## config.mk

```make
export PLATFORM = sky130hd
export DESIGN_NAME = multiplicador_seq_flat
export DESIGN_NICKNAME = d
export VERILOG_FILES = /design/src/rtl/multiplicador_seq_if.sv /design/src/rtl/multiplicador_seq.sv /design/src/flat_wrapper.sv
export SDC_FILE = /design/constraint.sdc
export NUM_CORES = 1
export LEC_CHECK = 0
export CORE_ASPECT_RATIO = 0.8
export CORE_MARGIN = 2
export CORE_UTILIZATION = 58
export DETAILED_ROUTE_END_ITERATION = 10
export PLACE_DENSITY_LB_ADDON = 0.08
export SLEW_MARGIN = 20
export SYNTH_ARGS = -nofsm -noshare
export SYNTH_HDL_FRONTEND = slang
export SYNTH_SLANG_ARGS = --single-unit
```

## constraint.sdc

```tcl
create_clock -name Clk -period 4.6 [get_ports Clk]
set_clock_uncertainty 0.1 [all_clocks]
set_input_delay 1.15 -clock Clk [delete_from_list [all_inputs] [get_ports Clk]]
set_output_delay 1.15 -clock Clk [all_outputs]
set_load 0.02 [all_outputs]
```

## src/rtl/multiplicador_seq_if.sv

```systemverilog
// rtl/multiplicador_seq_if.sv - start/operand/result bundle for the sequential multiplier
interface multiplicador_seq_if #(
  parameter int WIDTH = 16
);
  logic                 St;
  logic                 Signed;
  logic [WIDTH-1:0]     Multiplicando;
  logic [WIDTH-1:0]     Multiplicador;
  logic [2*WIDTH-1:0]   Produto;
  logic                 Busy;
  logic                 Done;

  modport master (
    output St, Signed, Multiplicando, Multiplicador,
    input  Produto, Busy, Done
  );

  modport slave (
    input  St, Signed, Multiplicando, Multiplicador,
    output Produto, Busy, Done
  );
endinterface

```

## src/rtl/multiplicador_seq.sv

```systemverilog
// rtl/multiplicador_seq.sv - sequential shift-add / radix-2 Booth multiplier, one bit per cycle
module multiplicador_seq #(
  parameter int WIDTH = 16
) (
  input logic               Clk,
  input logic               Reset,
  multiplicador_seq_if.slave bus
);

  localparam int CW = $clog2(WIDTH);
  localparam logic [CW-1:0] LAST = CW'(WIDTH - 1);

  typedef enum logic [1:0] {IDLE, CALC, DONE} state_t;

  state_t               state_q, state_d;
  logic [WIDTH-1:0]     mcand_q, mcand_d;
  logic                 sgn_q, sgn_d;
  logic [CW-1:0]        cnt_q, cnt_d;
  // Upper half is the accumulator, lower half starts as the multiplier and
  // fills with product bits as it shifts out.
  logic [2*WIDTH-1:0]   prod_q, prod_d;
  // Booth's implicit bit to the right of the multiplier LSB.
  logic                 qm1_q, qm1_d;
  logic                 busy_q, busy_d;
  logic                 done_q, done_d;

  logic [WIDTH:0]       acc_ext;
  logic [WIDTH:0]       mcand_ext;
  logic [WIDTH:0]       sum;

  // Partial-sum adder (one bit wider than the operands) and next-state logic.
  always_comb begin
    state_d = state_q;
    mcand_d = mcand_q;
    sgn_d   = sgn_q;
    cnt_d   = cnt_q;
    prod_d  = prod_q;
    qm1_d   = qm1_q;
    busy_d  = busy_q;
    done_d  = done_q;

    acc_ext   = sgn_q ? {prod_q[2*WIDTH-1], prod_q[2*WIDTH-1:WIDTH]}
                      : {1'b0, prod_q[2*WIDTH-1:WIDTH]};
    mcand_ext = sgn_q ? {mcand_q[WIDTH-1], mcand_q} : {1'b0, mcand_q};
    sum       = acc_ext;
    if (sgn_q) begin
      case ({prod_q[0], qm1_q})
        2'b01:   sum = acc_ext + mcand_ext;
        2'b10:   sum = acc_ext - mcand_ext;
        default: sum = acc_ext;
      endcase
    end else if (prod_q[0]) begin
      sum = acc_ext + mcand_ext;
    end

    case (state_q)
      IDLE: begin
        if (bus.St) begin
          mcand_d = bus.Multiplicando;
          sgn_d   = bus.Signed;
          prod_d  = {{WIDTH{1'b0}}, bus.Multiplicador};
          qm1_d   = 1'b0;
          cnt_d   = '0;
          busy_d  = 1'b1;
          state_d = CALC;
        end
      end
      CALC: begin
        // The extra sum bit carries the unsigned carry-out or the Booth sign,
        // so shifting it in gives the right (arithmetic) shift in both modes.
        prod_d = {sum, prod_q[WIDTH-1:1]};
        qm1_d  = prod_q[0];
        cnt_d  = cnt_q + CW'(1);
        if (cnt_q == LAST) begin
          done_d  = 1'b1;
          state_d = DONE;
        end
      end
      DONE: begin
        done_d  = 1'b0;
        busy_d  = 1'b0;
        state_d = IDLE;
      end
      default: begin
        done_d  = 1'b0;
        busy_d  = 1'b0;
        state_d = IDLE;
      end
    endcase
  end

  // State and registered outputs; reset clears everything immediately.
  always_ff @(posedge Clk or posedge Reset) begin
    if (Reset) begin
      state_q <= IDLE;
      mcand_q <= '0;
      sgn_q   <= 1'b0;
      cnt_q   <= '0;
      prod_q  <= '0;
      qm1_q   <= 1'b0;
      busy_q  <= 1'b0;
      done_q  <= 1'b0;
    end else begin
      state_q <= state_d;
      mcand_q <= mcand_d;
      sgn_q   <= sgn_d;
      cnt_q   <= cnt_d;
      prod_q  <= prod_d;
      qm1_q   <= qm1_d;
      busy_q  <= busy_d;
      done_q  <= done_d;
    end
  end

  assign bus.Produto = prod_q;
  assign bus.Busy    = busy_q;
  assign bus.Done    = done_q;

endmodule

```

## src/flat_wrapper.sv

```systemverilog
// flat-port wrapper written by rule: the top's interface ports become plain ports
module multiplicador_seq_flat 
#(
  parameter int WIDTH = 16
)
  (Clk, Reset, bus_St, bus_Signed, bus_Multiplicando, bus_Multiplicador, bus_Produto, bus_Busy, bus_Done);
  multiplicador_seq_if #(.WIDTH(WIDTH)) bus_i ();
  input logic Clk;
  input logic Reset;
  input wire logic [$bits(bus_i.St)-1:0] bus_St;
  input wire logic [$bits(bus_i.Signed)-1:0] bus_Signed;
  input wire logic [$bits(bus_i.Multiplicando)-1:0] bus_Multiplicando;
  input wire logic [$bits(bus_i.Multiplicador)-1:0] bus_Multiplicador;
  output wire logic [$bits(bus_i.Produto)-1:0] bus_Produto;
  output wire logic [$bits(bus_i.Busy)-1:0] bus_Busy;
  output wire logic [$bits(bus_i.Done)-1:0] bus_Done;
  assign bus_i.St = bus_St;
  assign bus_i.Signed = bus_Signed;
  assign bus_i.Multiplicando = bus_Multiplicando;
  assign bus_i.Multiplicador = bus_Multiplicador;
  assign bus_Produto = bus_i.Produto;
  assign bus_Busy = bus_i.Busy;
  assign bus_Done = bus_i.Done;
  multiplicador_seq #(.WIDTH(WIDTH)) u_core (.Clk(Clk), .Reset(Reset), .bus(bus_i));
endmodule
```

==> results.toml <==
[yosys]
synth_top_area_share = 0.3356
yosysWarnings = 0
synth.distinct_cells = 60
syn-cell-area_sq_mm = 0.004325
yosys.cell_count.top_type = "nand2_1"
synth_nets = 605
yosysTopAreaCell = "dfrtp_1"
synth_flop_cell = "dfrtp_1"
yosys-top-cells-count = "nand2_1, dfrtp_1, o21ai_0, nor2_1, inv_1"
ys_seq_area_frac = 0.3356
syn_inst = 532
async_flop_share = 1.000
syn_avg_cell_area_sq_um = 8.130
synth_area_leaders = "dfrtp_1, ha_1, o21ai_0"
synth_edf_count = 0
ys_ff_latch = 58

[die]
io_pins = 70
die-area_sq_mm = 0.008169
rows = 28
initial_utilization = 0.5907
core_sq_mm = 0.007322
die-width_um = 100.6
die_y_um = 81.24

[timing]
rsz0062_at_grt = "no"
setup_viol = 0
period_share = 0.6916
setup-tns-final_ns = 0
hold_viol = 0
hold_ws_ns = 0.4038
slew_viol_final = 0
max_slew_margin = 0.4122
min_period_ns = 3.181
timing.fmax_mhz = 314.3
tightest_slew_ns = 0.8784

[layout]
drive_gt1_frac = 0.05245
layout.area.seq_sq_mm = 0.001451
area_growth_syn_to_layout_pct = 22.33
antennaDiodeCount = 0
post-route-util = 0.7227
multi_input_area_sq_mm = 0.002614
n_fill_cell = 578
final_net_count = 659

[place]
dp_hpwl_um = 8934
place_congestion = 0.9441
portBuffers = 69

[cts]
postCtsSetupRepairBufs = 0
cts.clk_slew.worst_paths_ns = 0.08
cts_sinks = 58
htree_levels = 3
clk_path_buf_depth = 2
clkLatencyLatePin_ns = 0.35
cts_tree = "built"
root_buffer = "clkbuf_8"
cts_resized = 0
cts_made_buffers = 9
ctsHoldBuffers = 0

[critical_path]
crit_type = "flop to flop"
crit_slowest_cell = "o21ai_0"
r2r_cells = 10
ff2ff_setup_slack_ns = 1.42
max_stage_delay_ns = 0.66
arrival_ns = 3.36
worst-path-max-fanout = 5
crit_top_cell = "o21ai_0"
end_kind = "flop"
cp_data_required_time_ns = 4.77
cp_cell_sequence = "inv_1 > ha_1 > nor2b_1 > o31ai_1 > a21oi_1 > o21ai_0 > o21ai_0 > xnor2_1 > nand3_1 > a31oi_1"
r2r-end = "u_core.bus.Produto[28]"
start_kind = "flop"
r2r_start = "u_core.mcand_q[1]"

[run_status]
status = "complete, no violations"

[drt]
drtAntennaViolNets = 0
via_count = 4276
drc = 0
post_drt_via_cell_ratio = 6.279
wire_per_inst_um = 18.44
dr.pass1.iters = 5
first_iter_violations = 366
wl_um = 12560

[global_routing]
first_global_vias = 3936
grt_pass1_wl_um = 19950
grt_max_degree = 43
grt_antenna_before_repair = 0
grt_usage = 0.3145
overflow = 0

[worst_hold_path]
worstHoldPathType = "flop to flop"
holdPathStages = 1
min_to = "u_core.cnt_q[3]"
min_from = "u_core.cnt_q[3]"

[run]
drv_cap = 0
final cells by class:
class                           count  share of cell area
Clock buffer                       10             0.02412
Sequential cell                    58              0.2743
Tap cell                           90             0.02128
Timing Repair Buffer               74              0.1376
Clock inverter                      6             0.02175
Multi-Input combinational cell    405              0.4940
Inverter                           38             0.02696
through the flow:
stage	setup WS, ns	cells	instance area [sq um]
after floorplan	1.922	532	4325
after global placement	1.584	665	5049
after detailed placement	1.557	665	5049
after CTS	1.577	681	5291
after global routing	1.273	681	5291
final	1.419	681	5291
sequential cells by signal, indices dropped and copies added, names as in the netlist:
| register | count |
|---|---|
| u_core.qm1_q | 1 |
| u_core.state_q | 2 |
| u_core.mcand_q | 16 |
| u_core.cnt_q | 4 |
| u_core.bus.Produto | 32 |
| u_core.sgn_q | 1 |
| u_core.bus.Done | 1 |
| u_core.bus.Busy | 1 |
logic make-up (layout without fill, tap and decap cells):
logic type               Yosys count  after routing  synth area share
AO/OA/AOI/OAI                    181            181            0.2820
adder cells (fa/ha/maj)           37             37            0.1105
multiplexers                       1              1          0.002314
buffers and inverters             69            128           0.06074
AND/OR/NAND/NOR                  167            167            0.1704
XOR/XNOR                          19             19           0.03847
flip-flops                        58             58            0.3356
worst max-delay path: cells and delay by family, from the launching register on:
kind | cells | cell delay, ns
AOI/OAI and AO/OA | 5 | 1.76
xor gates and xnor gates | 1 | 0.19
adders and majority gates | 1 | 0.25
buffers and inverters | 1 | 0.14
DFF | 1 | 0.41
and+or+nand+nor | 2 | 0.25
worst max-delay path by stage:
stage                            from                endpoint  slack [ns]
CTS                 u_core.mcand_q[1]  u_core.bus.Produto[30]        1.58
floorplan                       Reset         u_core.bus.Busy        1.92
global route        u_core.mcand_q[1]  u_core.bus.Produto[30]        1.27
finish              u_core.mcand_q[1]  u_core.bus.Produto[28]        1.42
global placement               bus_St  u_core.bus.Produto[31]        1.58
detailed placement             bus_St  u_core.bus.Produto[31]        1.56
routing by layer:
layer	vias to the layer above	wire (um)	global-route usage
li1	2005	-	-
met1	2050	5734	0.4568
met2	213	5669	0.4812
met3	8	1064	0.06627
met4	0	86	0.07534
met5	-	0	0
cells in the final DEF (no fill, tap or decap), types with 3 or more instances in the layout:
master,instances
a211oi_1,5
ha_1,35
a21oi_1,31
a2bb2oi_1,3
bufinv_16,3
o211ai_1,4
nor2b_1,5
o21bai_1,5
clkdlybuf4s50_1,69
inv_1,36
o31ai_1,8
a31oi_1,5
clkbuf_8,9
a21o_1,3
buf_4,5
a22oi_1,7
o21ai_0,54
a221oi_1,7
dfrtp_1,58
nand2_1,70
o221ai_1,9
o22ai_1,14
xor2_1,7
nor2_1,50
nand4_1,6
xnor2_1,12
nor3_1,7
nand2b_1,12
nand3_1,6
Power is not shown: default switching activity piles up to over one toggle a cycle in this logic, so the estimate is an artifact.
